--- config.mk ---
export PLATFORM = sky130hd
export DESIGN_NAME = snoop_bus_arbiter
export DESIGN_NICKNAME = d
export VERILOG_FILES = /design/src/rtl/snoop_bus_arbiter_pkg.sv /design/src/rtl/snoop_bus_arbiter_rr_priority_pick.sv /design/src/rtl/snoop_bus_arbiter.sv
export SDC_FILE = /design/constraint.sdc
export NUM_CORES = 1
export LEC_CHECK = 0
export CORE_MARGIN = 10
export CORE_UTILIZATION = 47
export DETAILED_ROUTE_END_ITERATION = 8
export PLACE_DENSITY_LB_ADDON = 0.25
export SYNTH_ARGS = -nofsm -noshare
export SYNTH_HDL_FRONTEND = slang
export SYNTH_SLANG_ARGS = --single-unit
export TNS_END_PERCENT = 10
--- constraint.sdc ---
create_clock -name plusclk -period 4.9 [get_ports plusclk]
set_clock_uncertainty 0.2 [all_clocks]
set_input_delay 0.98 -clock plusclk [delete_from_list [all_inputs] [get_ports plusclk]]
set_output_delay 0.98 -clock plusclk [all_outputs]
set_load 0.01 [all_outputs]
--- src/rtl/snoop_bus_arbiter_pkg.sv ---
// Shared definitions for the snoop bus arbiter and the L1 requesters that drive it.
package snoop_bus_arbiter_pkg;

  localparam logic RD = 1'b0;
  localparam logic WR = 1'b1;

  // Cycle counts the requesters place on bus_req_clc.
  localparam int unsigned CYCLE_NUM_ADDR = 2;
  localparam int unsigned CYCLE_NUM_DATA = 2;

  typedef enum logic {
    IDLE  = 1'b0,
    GRANT = 1'b1
  } arb_state_e;

endpackage

--- src/rtl/snoop_bus_arbiter_rr_priority_pick.sv ---
// Circular first-set picker: the first request at or after rr_ptr, wrapping upward.
module rr_priority_pick
  import snoop_bus_arbiter_pkg::*;
#(
  parameter int unsigned N_CORE = 2,
  parameter int unsigned ID_W   = 3
) (
  input  logic [N_CORE-1:0] req,
  input  logic [ID_W-1:0]   rr_ptr,
  output logic [N_CORE-1:0] winner,
  output logic [ID_W-1:0]   winner_idx,
  output logic              valid
);

  logic            hi_found;
  logic            lo_found;
  logic [ID_W-1:0] hi_idx;
  logic [ID_W-1:0] lo_idx;

  // Lowest request at/above the pointer wins; otherwise wrap to the lowest overall.
  always_comb begin
    hi_found = 1'b0;
    lo_found = 1'b0;
    hi_idx   = '0;
    lo_idx   = '0;
    for (int unsigned i = 0; i < N_CORE; i++) begin
      if (req[i] && !lo_found) begin
        lo_found = 1'b1;
        lo_idx   = ID_W'(i);
      end
      if (req[i] && !hi_found && (i >= 32'(rr_ptr))) begin
        hi_found = 1'b1;
        hi_idx   = ID_W'(i);
      end
    end
    valid      = lo_found;
    winner_idx = hi_found ? hi_idx : lo_idx;
  end

  always_comb begin
    winner = '0;
    for (int unsigned i = 0; i < N_CORE; i++) begin
      winner[i] = valid && (winner_idx == ID_W'(i));
    end
  end

endmodule

--- src/rtl/snoop_bus_arbiter.sv ---
// Round-robin shared-bus arbiter with write-back priority and snoop broadcast.
module snoop_bus_arbiter
  import snoop_bus_arbiter_pkg::*;
#(
  parameter int unsigned N_CORE      = 2,
  parameter int unsigned CLC_W       = 4,
  parameter int unsigned ID_W        = 3,
  parameter int unsigned WB_PRIORITY = 1
) (
  input  logic                    plusclk,
  input  logic                    rst,
  input  logic [N_CORE-1:0]       bus_req,
  input  logic [N_CORE-1:0]       bus_req_op,
  input  logic [N_CORE*CLC_W-1:0] bus_req_clc,
  output logic [N_CORE-1:0]       bus_get,
  output logic                    bus_busy,
  output logic [ID_W-1:0]         bus_owner,
  output logic                    bus_op,
  output logic [N_CORE-1:0]       snp_valid,
  output logic                    grant_last
);

  arb_state_e        state_q, state_d;
  logic [ID_W-1:0]   owner_q, owner_d;
  logic [ID_W-1:0]   rr_ptr_q, rr_ptr_d;
  logic              op_q, op_d;
  logic [CLC_W-1:0]  rem_q, rem_d;
  logic              first_q, first_d;

  logic [N_CORE-1:0] owner_oh;
  logic              owner_req;
  logic              grant_end;
  logic [ID_W-1:0]   owner_inc;
  logic [N_CORE-1:0] arb_req;
  logic [N_CORE-1:0] wr_req;
  logic [N_CORE-1:0] cand;
  logic [ID_W-1:0]   arb_ptr;
  logic [N_CORE-1:0] pick_oh;
  logic [ID_W-1:0]   pick_idx;
  logic              pick_valid;
  logic [CLC_W-1:0]  win_clc;
  logic              win_op;

  always_comb begin
    owner_oh = '0;
    for (int unsigned i = 0; i < N_CORE; i++) begin
      owner_oh[i] = (state_q == GRANT) && (owner_q == ID_W'(i));
    end
  end

  assign owner_req = |(bus_req & owner_oh);
  assign grant_end = (state_q == GRANT) && ((rem_q == CLC_W'(1)) || !owner_req);
  assign owner_inc = (owner_q == ID_W'(N_CORE - 1)) ? '0 : owner_q + ID_W'(1);

  // At the end of a grant the owner is excluded and the search starts just past it,
  // so the hand-off arbitration happens on the same edge the grant ends.
  assign arb_req = (state_q == GRANT) ? (bus_req & ~owner_oh) : bus_req;
  assign arb_ptr = (state_q == GRANT) ? owner_inc : rr_ptr_q;

  always_comb begin
    wr_req = '0;
    for (int unsigned i = 0; i < N_CORE; i++) begin
      wr_req[i] = arb_req[i] && (bus_req_op[i] == WR);
    end
    cand = ((WB_PRIORITY != 0) && (|wr_req)) ? wr_req : arb_req;
  end

  rr_priority_pick #(
    .N_CORE (N_CORE),
    .ID_W   (ID_W)
  ) u_pick (
    .req        (cand),
    .rr_ptr     (arb_ptr),
    .winner     (pick_oh),
    .winner_idx (pick_idx),
    .valid      (pick_valid)
  );

  always_comb begin
    win_clc = '0;
    win_op  = RD;
    for (int unsigned i = 0; i < N_CORE; i++) begin
      if (pick_oh[i]) begin
        win_clc = bus_req_clc[i*CLC_W +: CLC_W];
        win_op  = bus_req_op[i];
      end
    end
  end

  always_comb begin
    state_d  = state_q;
    owner_d  = owner_q;
    rr_ptr_d = rr_ptr_q;
    op_d     = op_q;
    rem_d    = rem_q;
    first_d  = 1'b0;
    case (state_q)
      IDLE: begin
        if (pick_valid) begin
          state_d = GRANT;
          owner_d = pick_idx;
          op_d    = win_op;
          rem_d   = (win_clc == '0) ? CLC_W'(1) : win_clc;
          first_d = 1'b1;
        end
      end
      GRANT: begin
        if (grant_end) begin
          rr_ptr_d = owner_inc;
          if (pick_valid) begin
            owner_d = pick_idx;
            op_d    = win_op;
            rem_d   = (win_clc == '0) ? CLC_W'(1) : win_clc;
            first_d = 1'b1;
          end else begin
            state_d = IDLE;
            owner_d = '0;
            op_d    = RD;
            rem_d   = '0;
          end
        end else begin
          rem_d = rem_q - CLC_W'(1);
        end
      end
      default: state_d = IDLE;
    endcase
  end

  always_ff @(posedge plusclk) begin
    if (rst) begin
      state_q  <= IDLE;
      owner_q  <= '0;
      rr_ptr_q <= '0;
      op_q     <= RD;
      rem_q    <= '0;
      first_q  <= 1'b0;
    end else begin
      state_q  <= state_d;
      owner_q  <= owner_d;
      rr_ptr_q <= rr_ptr_d;
      op_q     <= op_d;
      rem_q    <= rem_d;
      first_q  <= first_d;
    end
  end

  assign bus_get    = owner_oh;
  assign bus_busy   = (state_q == GRANT);
  assign bus_owner  = owner_q;
  assign bus_op     = op_q;
  assign snp_valid  = first_q ? ~owner_oh : '0;
  assign grant_last = (state_q == GRANT) && (rem_q == CLC_W'(1));

endmodule
# --- After elaboration in Yosys (flattened, before gate mapping) ---
# Cells that the tools add are included.
totals:
  reg_bits: 13
  latchBits: 0
  ram_bits: 0
  mem_bits_ro: 0
  output_inout_bits: 10
  memories: 0
classes:
  n_addsub: 2
  multipliers: 0
  div: 0
  n_lt_le_gt_ge: 2
  n_eq_ne: 5
  shift: 0
  n_mux: 34
  bitwise: 4
  reduce_logical: 23
op_table:
  columns: ["operator", "n"]
  rows:
  - ["4-bit two-way mux", 6]
  - ["1-bit two-way mux", 15]
  - ["3-bit two-way mux", 5]
  - ["1-bit logical AND", 12]
  - ["4-bit one-hot mux with 2 select lines", 1]
  - ["3-bit by 1-bit equality test with 1-bit output, second input constant", 2]
  - ["1-bit by 3-bit >= comparator with 1-bit output, first input constant", 2]
  - ["3-bit zero test", 2]
  - ["2-bit two-way mux", 3]
  - ["1-bit one-hot mux with 2 select lines", 3]
  - ["3-bit one-hot mux with 2 select lines", 1]
  - ["2-bit AND", 2]
  - ["4-bit by 1-bit equality test with 1-bit output, second input constant", 1]
  - ["4-bit zero test", 1]
  - ["2-bit by 1-bit inequality test with 1-bit output, second input constant", 2]
  - ["2-bit AND reduction", 2]
  - ["2-bit OR reduction", 2]
  - ["4-bit by 1-bit subtractor with 4-bit output, second input constant", 1]
  - ["3-bit by 1-bit adder with 3-bit output, second input constant", 1]
  - ["1-bit zero test", 3]
  - ["2-bit inverter", 1]
  - ["1-bit logical OR", 1]
  - ["1-bit inverter", 1]

# --- Logic depth before layout (Yosys ltp) ---
# Gate-level depths: netlist of the first run.
logic_depth:
  depth_word: 24
  depth_mapped: 7
  depth_no_buf: 7

# --- Cells and area by module ---
# Synthesis of the first run repeated with hierarchy kept, for this count alone.
hier_totals:
  hier_cells: 117
  hier_area_um2: 863.3
by_module_without_submodules:
  columns: ["mod", "n_inst", "cells_per_inst", "area_per_inst_um2"]
  rows:
  - ["snoop_bus_arbiter", 1, 108, 808.3]
  - ["rr_priority_pick", 1, 9, 55.1]

# --- Least setup slack after synthesis of the first run ---
# Ideal clock, no wire load.
synth_timing:
  kind: "input to register"
  from: "input bus_req[0]"
  to: "register rem_q[0]"
  setup_time_ps: 88
  arrival_time_ps: 2112
  t_required_ps: 4612
  setup_slack_ps: 2500
  stages: 6
  path_buffers: 1
  path_cell_list: "buf_6 -> mux2_4 -> nand2_4 -> nor2_2 -> or3_4 -> o32ai_2"
synth_via:
  elab_chain_cells: 21
  word_cells_on_any_way: 36
  cone_classes: "2 x eq/ne; 16 x mux; 2 x bitwise; 16 x reduce/logical"
synth_lines:
  columns: ["element", "line_no", "text"]
  rows:
  - ["start, declared", "snoop_bus_arbiter.sv:12", "input logic [N_CORE-1:0] bus_req,"]
  - ["2-bit AND", "snoop_bus_arbiter.sv:57", "assign arb_req = (state_q == GRANT) ? (bus_req & ~owner_oh) : bus_req;"]
  - ["2-bit two-way mux", "snoop_bus_arbiter.sv:57", null]
  - ["1-bit logical AND", "snoop_bus_arbiter.sv:63", "wr_req[i] = arb_req[i] && (bus_req_op[i] == WR);"]
  - ["2-bit OR reduction", "snoop_bus_arbiter.sv:65", "cand = ((WB_PRIORITY != 0) && (|wr_req)) ? wr_req : arb_req;"]
  - ["2-bit two-way mux", "snoop_bus_arbiter.sv:65", null]
  - ["1-bit logical AND", "snoop_bus_arbiter_rr_priority_pick.sv:31", "if (req[i] && !hi_found && (i >= 32'(rr_ptr))) begin"]
  - ["1-bit two-way mux", "snoop_bus_arbiter_rr_priority_pick.sv:31", null]
  - ["1-bit zero test", "snoop_bus_arbiter_rr_priority_pick.sv:31", null]
  - ["(+4 left out)", null, null]
  - ["3-bit zero test", "snoop_bus_arbiter_rr_priority_pick.sv:43", "winner[i] = valid && (winner_idx == ID_W'(i));"]
  - ["1-bit logical AND", "snoop_bus_arbiter_rr_priority_pick.sv:43", null]
  - ["4-bit two-way mux (2 in a row)", "snoop_bus_arbiter.sv:83", "if (pick_oh[i]) begin"]
  - ["4-bit zero test", "snoop_bus_arbiter.sv:103, snoop_bus_arbiter.sv:113", null]
  - ["4-bit two-way mux", "snoop_bus_arbiter.sv:103, snoop_bus_arbiter.sv:113", null]
  - ["4-bit two-way mux", "snoop_bus_arbiter.sv:110", "if (pick_valid) begin"]
  - ["4-bit two-way mux", "snoop_bus_arbiter.sv:108", "if (grant_end) begin"]
  - ["4-bit one-hot mux with 2 select lines", "snoop_bus_arbiter.sv:97", "case (state_q)"]
  - ["end signal, assigned", "snoop_bus_arbiter.sv:142", "rem_q <= rem_d;"]
  - ["end, declared", "snoop_bus_arbiter.sv:27", "logic [CLC_W-1:0] rem_q, rem_d;"]
# Several ways; a longest one is shown, not always the timed one. The select of a mux whose other input is x is not followed.
# A chain may end at the register's enable or synchronous reset.

# --- Final worst setup path of the first run ---
layout_timing:
  from: "register rem_q[1]"
  to: "output grant_last"
layout_via:
  elab_chain_cells: 2
layout_lines:
  columns: ["element", "line_no", "text"]
  rows:
  - ["4-bit by 1-bit equality test with 1-bit output", "snoop_bus_arbiter.sv:152", "assign grant_last = (state_q == GRANT) && (rem_q == CLC_W'(1));"]
  - ["1-bit logical AND", "snoop_bus_arbiter.sv:152", null]
  - ["end, declared", "snoop_bus_arbiter.sv:20", "output logic grant_last"]
# Every way passes these cells.

==> metrics, run 1 <==
outcome=completed; Setup Slack @ Placement=1.912 ns; hpwl dp=1.431 mm; TritonCTS clock tree=built; max-slew violation count=0; Routed WL=1.735 mm; chip height=58.96 µm; H-tree Lvls=1; setup bufs post-CTS=0; initial core utilization=0.5220; Sw Pwr=0.07670 mW; largest net degree at the start of global routing=14; later-pin clock latency in the skew report=0.26 ns; number of global-route vias before repair=675; wire length per cell=13.88 µm; layout cell share with drive strength beyond 1=0.1000; count leader, synth=dfxtp_1; Post-synth top cells=dfxtp_1, inv_1, a21oi_1, nand2_1, o21ai_0; Antenna Nets Post-Route=0; critical path peak fanout=3; ranking of synthesized cells by area=dfxtp_1, a21oi_1, mux2i_1; Synth top area share=0.2526; number of max-cap violations=0; io pins=24; fin cells=125; initial antenna violation count=0; Pwr Density=256.4 nW/µm²; fillcell total=130; register area=180.2 µm²; mapped cell area=713.2 µm²; RSZ-0062 raised after global routing=no; core area=1366 µm²; placed instance area=899.6 µm²; Die ar.=3476 µm²; HP Class=reg2reg; synth-to-layout area growth=29.82%; asr flop ratio synth=0; clk buf depth=2; cell taking the most area after synthesis=dfxtp_1; Clk pin slew, worst setup/hold paths=0.06 ns; area of the multi-input gates=456.7 µm²; Post-Place Cells=121; violation count after the first detailed-routing iteration=9; number of gates resized after cts=0; Seq pwr share=0.386; grt ovf=0; worst hold margin=0.2947 ns; combinational power share=0.376; critical path class=reg2out; first-pass GRT wire length=2.904 mm; Req. time, crit path=3.72 ns; top_reg_cell synth=dfxtp_1; post-route minimum period=2.939 ns; Post-Syn Instances=90; Root Driver=clkbuf_4; clk sinks=9; Int Power=0.1607 mW; Pleak=0.3904 nW; startpoint types=register; Yosys reg bits=9; Clock power frac=0.239; Post-synth EDFFs=0; Slew @ Worst Pin=0.5264 ns; Synthesis Warnings=0; Setup WS post-layout=1.961 ns; Die X=58.96 µm; Antenna diodes=0; Total Routing Usage GR=0.1032; Synth Area per Inst=7.924 µm²; drt via density=5.512; Worst setup EP type=output port; Final Hold Violating Endpoints=0; NumNets Final=127; post-synth cell types=36; hold bufs inserted after CTS=0; Vias=689; final setup vio count=0; register area share after synthesis=0.2526; design area=925.9 µm²; final setup TNS=0 ns; part of the cycle the worst path needs=0.5997; total CTS buffers=3; DRC viols=0; Max Clock Freq=0.3403 GHz; Rows=13; First-pass DRT Iterations=4; Final Wtd Congestion=0.8368; crit path DAT=1.76 ns; Port-buffer cells=21; Slew headroom=0.6463; Worst VDD drop=0.0001981 V; Sw Share=0.3230
-- power groups by stage --
stage | Sequential [mW] | Clock, mW | Combinational [mW]
2_1_floorplan | 0.0904 | 0 | 0.0609
3_3_place_gp | 0.0932 | 0 | 0.0883
3_5_place_dp | 0.0933 | 0 | 0.0888
4_1_cts | 0.0916 | 0.0589 | 0.0895
5_1_grt | 0.0938 | 0.0626 | 0.0987
6_report | 0.0916 | 0.0567 | 0.0892
-- cell usage in the layout (no fill, tap or decap), types with 2 or more instances in the layout --
cell type / instances
clkdlybuf4s50_1: 21
ha_1: 2
nand2b_1: 2
clkbuf_4: 3
mux2i_1: 3
nand2_1: 7
dfxtp_1: 9
or3_1: 4
and2_1: 3
nand3_1: 3
nor2_1: 3
o21ai_0: 5
o311a_1: 3
nor3b_1: 2
a21oi_1: 7
conb_1: 2
inv_1: 8
nor3_1: 4
o22ai_1: 3
-- kinds of logic after synthesis --
| family | count (synthesis) | synth area share |
|---|---|---|
| other | 1 | 0.005258 |
| adder cells (fa/ha/maj) | 2 | 0.03508 |
| AND/OR/NAND/NOR | 33 | 0.2719 |
| multiplexers | 5 | 0.07894 |
| flip-flops | 9 | 0.2526 |
| buffers and inverters | 15 | 0.1123 |
| AO/OA/AOI/OAI | 25 | 0.2439 |
-- metal layers --
| metal | global-route usage | part of all wire |
|---|---|---|
| met3 | 0.04077 | 0.070 |
| met2 | 0.1607 | 0.46 |
| met4 | 0.03934 | 0 |
| met1 | 0.1235 | 0.47 |
| met5 | 0 | 0 |
-- final cells by class --
cell class                      count  area share
Timing Repair Buffer               21      0.2270
Tap cell                           15     0.02027
Sequential cell                     9      0.1946
Inverter                            9     0.03649
Multi-Input combinational cell     67      0.4932
Clock buffer                        4     0.02838
-- state kept, by name (all words and copies together) (netlist names) --
name       cells
rem_q          4
bus_busy       1
bus_op         1
bus_owner      1
first_q        1
rr_ptr_q       1
-- path summary, 6_finish.rpt --
kind	start	endpoint	slack, ns	cells after the start
worst max-delay path	rem_q[1]	grant_last	1.96	5
worst min-delay path	bus_op	bus_op	0.29	2
worst max register to register	rem_q[1]	rem_q[1]	2.88	6
worst min register to register	bus_op	bus_op	0.29	2
-- stage by stage --
stage | util | power [mW]
after CTS | 0.6777 | 0.2400
after detailed placement | 0.6584 | 0.1821
after global placement | 0.6584 | 0.1815
final | 0.6777 | 0.2374
after floorplan | - | 0.1513
after global routing | 0.6777 | 0.2551
-- critical path: stages, from the launching register on --
cell and delay [ns]:
dfxtp_1 0.30, inv_1 0.11, ha_1 0.19, nor3b_2 0.22, and2_1 0.15, clkdlybuf4s50_1 0.53
No activity file was read; power rests on OpenSTA's default activity.
==> inputs of run 2 (changes only) <==
--- a/config.mk
+++ b/config.mk
@@ -6,7 +6,7 @@
 export NUM_CORES = 1
 export LEC_CHECK = 0
 export CORE_MARGIN = 10
-export CORE_UTILIZATION = 47
+export CORE_UTILIZATION = 40
 export DETAILED_ROUTE_END_ITERATION = 8
 export PLACE_DENSITY_LB_ADDON = 0.25
 export SYNTH_ARGS = -nofsm -noshare
==> constraint.sdc (replaced) <==
create_clock -name plusclk -period 2.6 [get_ports plusclk]
set_clock_uncertainty 0.2 [all_clocks]
set_input_delay 0.52 -clock plusclk [delete_from_list [all_inputs] [get_ports plusclk]]
set_output_delay 0.52 -clock plusclk [all_outputs]
set_load 0.01 [all_outputs]
==> run 2 against run 1 <==
Net effect:
- global-route usage increased by 0.061 points
- design area increased by 6.2%
- register-to-register slack got worse by 2.3 ns
- critical path depth unchanged
- sequential share of layout area decreased by 1.1 points
- die area increased by 11%
- worst hold slack improved by 0.0019 ns
- clock power increased by 85%
- critical path type unchanged
- critical endpoint unchanged
==> metrics, run 2 (same netlist as run 1, synthesis figures left out) <==
outcome=completed (unchanged); register area=180.2 µm² (unchanged); Worst VDD drop=0.0003149 V (was 0.0001981 V); Total Routing Usage GR=0.1038 (was 0.1032); Largest Register=rem_q (unchanged); initial antenna violation count=0 (unchanged); wire length per cell=13.66 µm (was 13.88 µm); chip height=62.23 µm (was 58.96 µm); worst hold margin=0.2965 ns (was 0.2947 ns); NumNets Final=132 (was 127); Clk pin slew, worst setup/hold paths=0.07 ns (was 0.06 ns); fillcell total=151 (was 130); TritonCTS clock tree=built (unchanged); WL met1=818 µm (was 810 µm); Routed WL=1.912 mm (was 1.735 mm); most frequent cells in the layout=clkdlybuf4s50_1, dfxtp_1, inv_1 (unchanged); clk buf depth=2 (unchanged); io pins=24 (unchanged); top layer reached by signal wires=met4 (was met3); post-route minimum period=2.455 ns; Root Driver=clkbuf_4 (unchanged); Clock power frac=0.229 (was 0.239); layout cell share with drive strength beyond 1=0.1478 (was 0.1000); critical path class=reg2out (unchanged); Port-buffer cells=21 (unchanged); startpoint types=register (unchanged); routed wl met3=148 µm (was 122 µm); crit path DAT=1.73 ns (was 1.76 ns); Sw Pwr=0.1512 mW (was 0.07670 mW); Final Wtd Congestion=0.9056 (was 0.8368); critical path peak fanout=3 (unchanged); number of flip-flops under the largest register name=4 (unchanged); max-slew violation count=0 (unchanged); First-pass DRT Iterations=4 (unchanged); Sw Share=0.3284 (was 0.3230); Die X=62.23 µm (was 58.96 µm); most common cell after layout, fill and taps aside=clkdlybuf4s50_1 (unchanged); combinational power share=0.392 (was 0.376); Rows=15 (was 13); drt via density=5.193 (was 5.512); initial core utilization=0.4176 (was 0.5220); number of global-route vias before repair=768 (was 675); Antenna diodes=0 (unchanged); core area=1708 µm² (was 1366 µm²); part of the cycle the worst path needs=0.9442; Vias=727 (was 689); Max Clock Freq=0.4073 GHz; met2 WL post-DR=929 µm (was 802 µm); total CTS buffers=3 (unchanged); Worst setup EP type=output port (unchanged); Antenna Nets Post-Route=0 (unchanged); final setup vio count=0 (unchanged); first-pass GRT wire length=3.401 mm (was 2.904 mm); synth-to-layout area growth=37.89% (was 29.82%); Pleak=0.4178 nW (was 0.3904 nW); Final Hold Violating Endpoints=0 (unchanged); clk sinks=9 (unchanged); violation count after the first detailed-routing iteration=19 (was 9); Die ar.=3872 µm² (was 3476 µm²); later-pin clock latency in the skew report=0.26 ns (about the same); H-tree Lvls=1 (unchanged); number of max-cap violations=0 (unchanged); grt ovf=0 (unchanged); final setup TNS=0 ns (unchanged); Pwr Density=468.0 nW/µm² (was 256.4 nW/µm²); hpwl dp=1.550 mm (was 1.431 mm); Req. time, crit path=1.88 ns (was 3.72 ns); HP Class=reg2reg (unchanged); Seq pwr share=0.379 (was 0.386); largest net degree at the start of global routing=14 (unchanged); area of the multi-input gates=462.9 µm² (was 456.7 µm²); DRC viols=0 (unchanged); Int Power=0.3091 mW (was 0.1607 mW)
run 2: cell types whose count changed in the layout (fill, tap and decap cells not counted), sizes merged:
cell / before / now
buf: 0 / 5
clkbuf: 4 / 3
clkinv: 0 / 1
run 2: layout make-up:
class | instances | share of cell area
Sequential cell | 9 | 0.1832
Inverter | 9 | 0.03435
Tap cell | 25 | 0.03181
Clock buffer | 3 | 0.02290
Clock inverter | 1 | 0.005089
Timing Repair Buffer | 26 | 0.2519
Multi-Input combinational cell | 67 | 0.4707
run 2: metal layers:
| layer | GRT usage | up-vias |
|---|---|---|
| li1 | - | 365 |
| met1 | 0.1176 | 328 |
| met2 | 0.1679 | 32 |
| met3 | 0.03226 | 2 |
| met4 | 0.05714 | 0 |
| met5 | 0 | - |
run 2: what timing repair did:
| item | in CTS | in global routing |
|---|---|---|
| hold buffers | 0 | 0 |
| setup buffers | 0 | 1 |
| gates resized for setup | 0 | 1 |
| endpoints found under the setup margin | 0 | 1 |
run 2: worst paths after layout:
| check | slack, ns | end | startpoint | depth (start not counted) |
|---|---|---|---|---|
| worst max register to register | 0.57 | rem_q[1] | rem_q[1] | 6 |
| worst min-delay path | 0.30 | bus_op | bus_op | 2 |
| worst min register to register | 0.30 | bus_op | bus_op | 2 |
| worst max-delay path | 0.15 | grant_last | rem_q[1] | 5 |
run 2: through the flow:
stage          utilization  worst slack, ns  cells  area, µm²  power, mW
2_1_floorplan            -           0.6600     91      716.9     0.2852
3_3_place_gp        0.5516           0.2360    135      942.2     0.3464
3_5_place_dp        0.5516           0.1650    135      942.2     0.3496
4_1_cts             0.5678          0.09135    139      969.7     0.4559
5_1_grt             0.5758         -0.01093    140      983.4     0.4941
6_report            0.5758           0.1451    140      983.4     0.4603
run 2: worst max-delay path, stage by stage, from the launching register on:
cell             delay (ns)
dfxtp_1                0.32
inv_1                  0.10
ha_1                   0.18
nor3b_4                0.20
and2_1                 0.14
clkdlybuf4s50_1        0.53
run 2: power groups by stage:
stage          Combinational (mW)  Clock (mW)  Sequential (mW)
5_1_grt                     0.201       0.115            0.179
3_5_place_dp                0.173           0            0.177
2_1_floorplan               0.115           0            0.170
3_3_place_gp                0.171           0            0.176
6_report                    0.180       0.105            0.175
4_1_cts                     0.174       0.108            0.173
==> inputs of run 3 (changes only) <==
--- a/config.mk
+++ b/config.mk
@@ -6,7 +6,7 @@
 export NUM_CORES = 1
 export LEC_CHECK = 0
 export CORE_MARGIN = 10
-export CORE_UTILIZATION = 40
+export CORE_UTILIZATION = 44
 export DETAILED_ROUTE_END_ITERATION = 8
 export PLACE_DENSITY_LB_ADDON = 0.25
 export SYNTH_ARGS = -nofsm -noshare
==> constraint.sdc (replaced) <==
create_clock -name plusclk -period 2.8 [get_ports plusclk]
set_clock_uncertainty 0.2 [all_clocks]
set_input_delay 0.56 -clock plusclk [delete_from_list [all_inputs] [get_ports plusclk]]
set_output_delay 0.56 -clock plusclk [all_outputs]
set_load 0.01 [all_outputs]
==> run 3 against run 2 <==
Net effect:
- critical path depth unchanged
- cell count shrank 9.3%
- count of clock-buffer cells in the layout up 1
- first-iteration DRC count up 47%
- die area shrank 6.2%
- register-to-register slack gained 0.20 ns
- flip-flop and latch count did not move
==> metrics, run 3 (same netlist as run 1, synthesis figures left out) <==
Die ar.=3631 µm² (was 3872 µm²); Sw Share=0.3183 (was 0.3284); fin cells=127 (was 140); combinational power share=0.378 (was 0.392); fillcell total=147 (was 151); number of gates resized after cts=0 (unchanged); violation count after the first detailed-routing iteration=28 (was 19); hold bufs inserted after CTS=0 (unchanged); chip height=60.26 µm (was 62.23 µm); Final Wtd Congestion=0.8007 (was 0.9056); io pins=24 (unchanged); Clock power frac=0.233 (was 0.229); cell breakdown of the critical path=inv_1 > ha_1 > nor3b_2 > and2_1 > clkdlybuf4s50_1 (was inv_1 > ha_1 > nor3b_4 > and2_1 > clkdlybuf4s50_1); NumNets Final=128 (was 132); critical path class=reg2out (unchanged); Root Driver=clkbuf_4 (unchanged); Tot Pwr=0.4137 mW (was 0.4603 mW); crit path DAT=1.75 ns (was 1.73 ns); Clk pin slew, worst setup/hold paths=0.06 ns (was 0.07 ns); initial core utilization=0.4680 (was 0.4176); DRC viols=0 (unchanged); Max Clock Freq=0.3990 GHz; drt via density=5.441 (was 5.193); Buf/Inv on CP=2 (unchanged); Antenna Nets Post-Route=0 (unchanged); final setup vio count=0 (unchanged); Int Power=0.2820 mW (was 0.3091 mW); max-slew violation count=0 (unchanged); number of flip-flops under the largest register name=4 (unchanged); core area=1524 µm² (was 1708 µm²); clk sinks=9 (unchanged); Pleak=0.3952 nW (was 0.4178 nW); Largest Register=rem_q (unchanged); layout cell share with drive strength beyond 1=0.1081 (was 0.1478); Antenna diodes=0 (unchanged); total CTS buffers=3 (unchanged); post-route minimum period=2.506 ns; grt ovf=0 (unchanged); initial antenna violation count=0 (unchanged); Port-buffer cells=21 (unchanged); most frequent cells in the layout=clkdlybuf4s50_1, dfxtp_1, inv_1 (unchanged); Die X=60.26 µm (was 62.23 µm); Pwr Density=442.6 nW/µm² (was 468.0 nW/µm²); final setup TNS=0 ns (unchanged); TritonCTS clock tree=built (unchanged); first-pass GRT wire length=2.835 mm (was 3.401 mm); First-pass DRT Iterations=6 (was 4); Req. time, crit path=2.04 ns (was 1.88 ns); synth-to-layout area growth=31.05% (was 37.89%); Post-Place Cells=123 (was 135); Total Routing Usage GR=0.1018 (was 0.1038); Seq pwr share=0.388 (was 0.379); CP max-delay cell=clkdlybuf4s50_1 (unchanged); RSZ-0062 raised after global routing=no; number of max-cap violations=0 (unchanged); later-pin clock latency in the skew report=0.26 ns (about the same); Slew headroom=0.5809; Sw Pwr=0.1317 mW (was 0.1512 mW); Vias=691 (was 727); largest net degree at the start of global routing=14 (unchanged); Slew @ Worst Pin=0.6239 ns; number of global-route vias before repair=628 (was 768); H-tree Lvls=1 (unchanged); clk buf depth=2 (unchanged); crit-path max cell delay=0.53 ns (about the same); Worst setup EP type=output port (unchanged); Routed WL=1.740 mm (was 1.912 mm); post-layout util=0.6133 (was 0.5758); CP top delay family=buffers and inverters (unchanged); Worst VDD drop=0.0003267 V (was 0.0003149 V); Final Hold Violating Endpoints=0 (unchanged); startpoint types=register (unchanged); hpwl dp=1.440 mm (was 1.550 mm); critical path peak fanout=3 (unchanged); outcome=completed (unchanged); part of the cycle the worst path needs=0.8950; Rows=14 (was 15); HP Class=reg2reg (unchanged); setup bufs post-CTS=0 (unchanged); wire length per cell=13.70 µm (was 13.66 µm); most common cell after layout, fill and taps aside=clkdlybuf4s50_1 (unchanged)
## run 3: cell types whose count changed in the layout (fill, tap and decap cells not counted), sizes merged
cell,change
clkinv,-1
buf,-4
clkbuf,+1
## run 3: worst paths after layout
| check | startpoint | to | slack, ns | cells past startpoint |
|---|---|---|---|---|
| worst max-delay path | rem_q[1] | grant_last | 0.29 | 5 |
| worst min-delay path | bus_op | bus_op | 0.31 | 2 |
| worst min register to register | bus_op | bus_op | 0.31 | 2 |
| worst max register to register | rem_q[1] | rem_q[1] | 0.77 | 6 |
## run 3: per-stage QoR
stage / instance area [µm²] / hold slack [ns] / setup WS, ns
after floorplan: 716.9 / 0.2645 / 0.8200
final: 934.6 / 0.3066 / 0.2940
after CTS: 934.6 / 0.3006 / 0.2739
after detailed placement: 908.4 / 0.2902 / 0.2952
after global placement: 908.4 / 0.2832 / 0.3210
after global routing: 934.6 / 0.3401 / 0.1882
## run 3: power groups by stage
stage          Sequential, mW  Combinational, mW  Clock, mW
2_1_floorplan           0.158              0.107          0
3_3_place_gp            0.163              0.156          0
3_5_place_dp            0.163              0.157          0
4_1_cts                 0.160              0.158      0.102
5_1_grt                 0.163              0.172      0.112
6_report                0.161              0.157     0.0966
## run 3: final cells by class
cell class / instances / area (µm²) / share of cell area
clock buffer: 4 / 26.28 / 0.02811
inverter: 9 / 33.78 / 0.03614
multi-input combinational: 67 / 456.7 / 0.4886
sequential: 9 / 180.2 / 0.1928
tap: 16 / 20.02 / 0.02142
timing repair buffer: 22 / 217.7 / 0.2329
## run 3: worst reg2reg max path: cells and delay by family (launching register included)
kind            cells  cell delay, ns
compound gates      2            0.49
flops               1            0.30
buf+inv             1            0.10
simple gates        2            0.64
fa+ha+maj           1            0.17
## run 3: routing by layer
| metal | part of all wire | up-vias | track usage |
|---|---|---|---|
| li1 | - | 358 | - |
| met1 | 0.48 | 307 | 0.1296 |
| met2 | 0.41 | 24 | 0.1309 |
| met3 | 0.10 | 2 | 0.05297 |
| met4 | 0.0080 | 0 | 0.05769 |
| met5 | 0 | - | 0 |
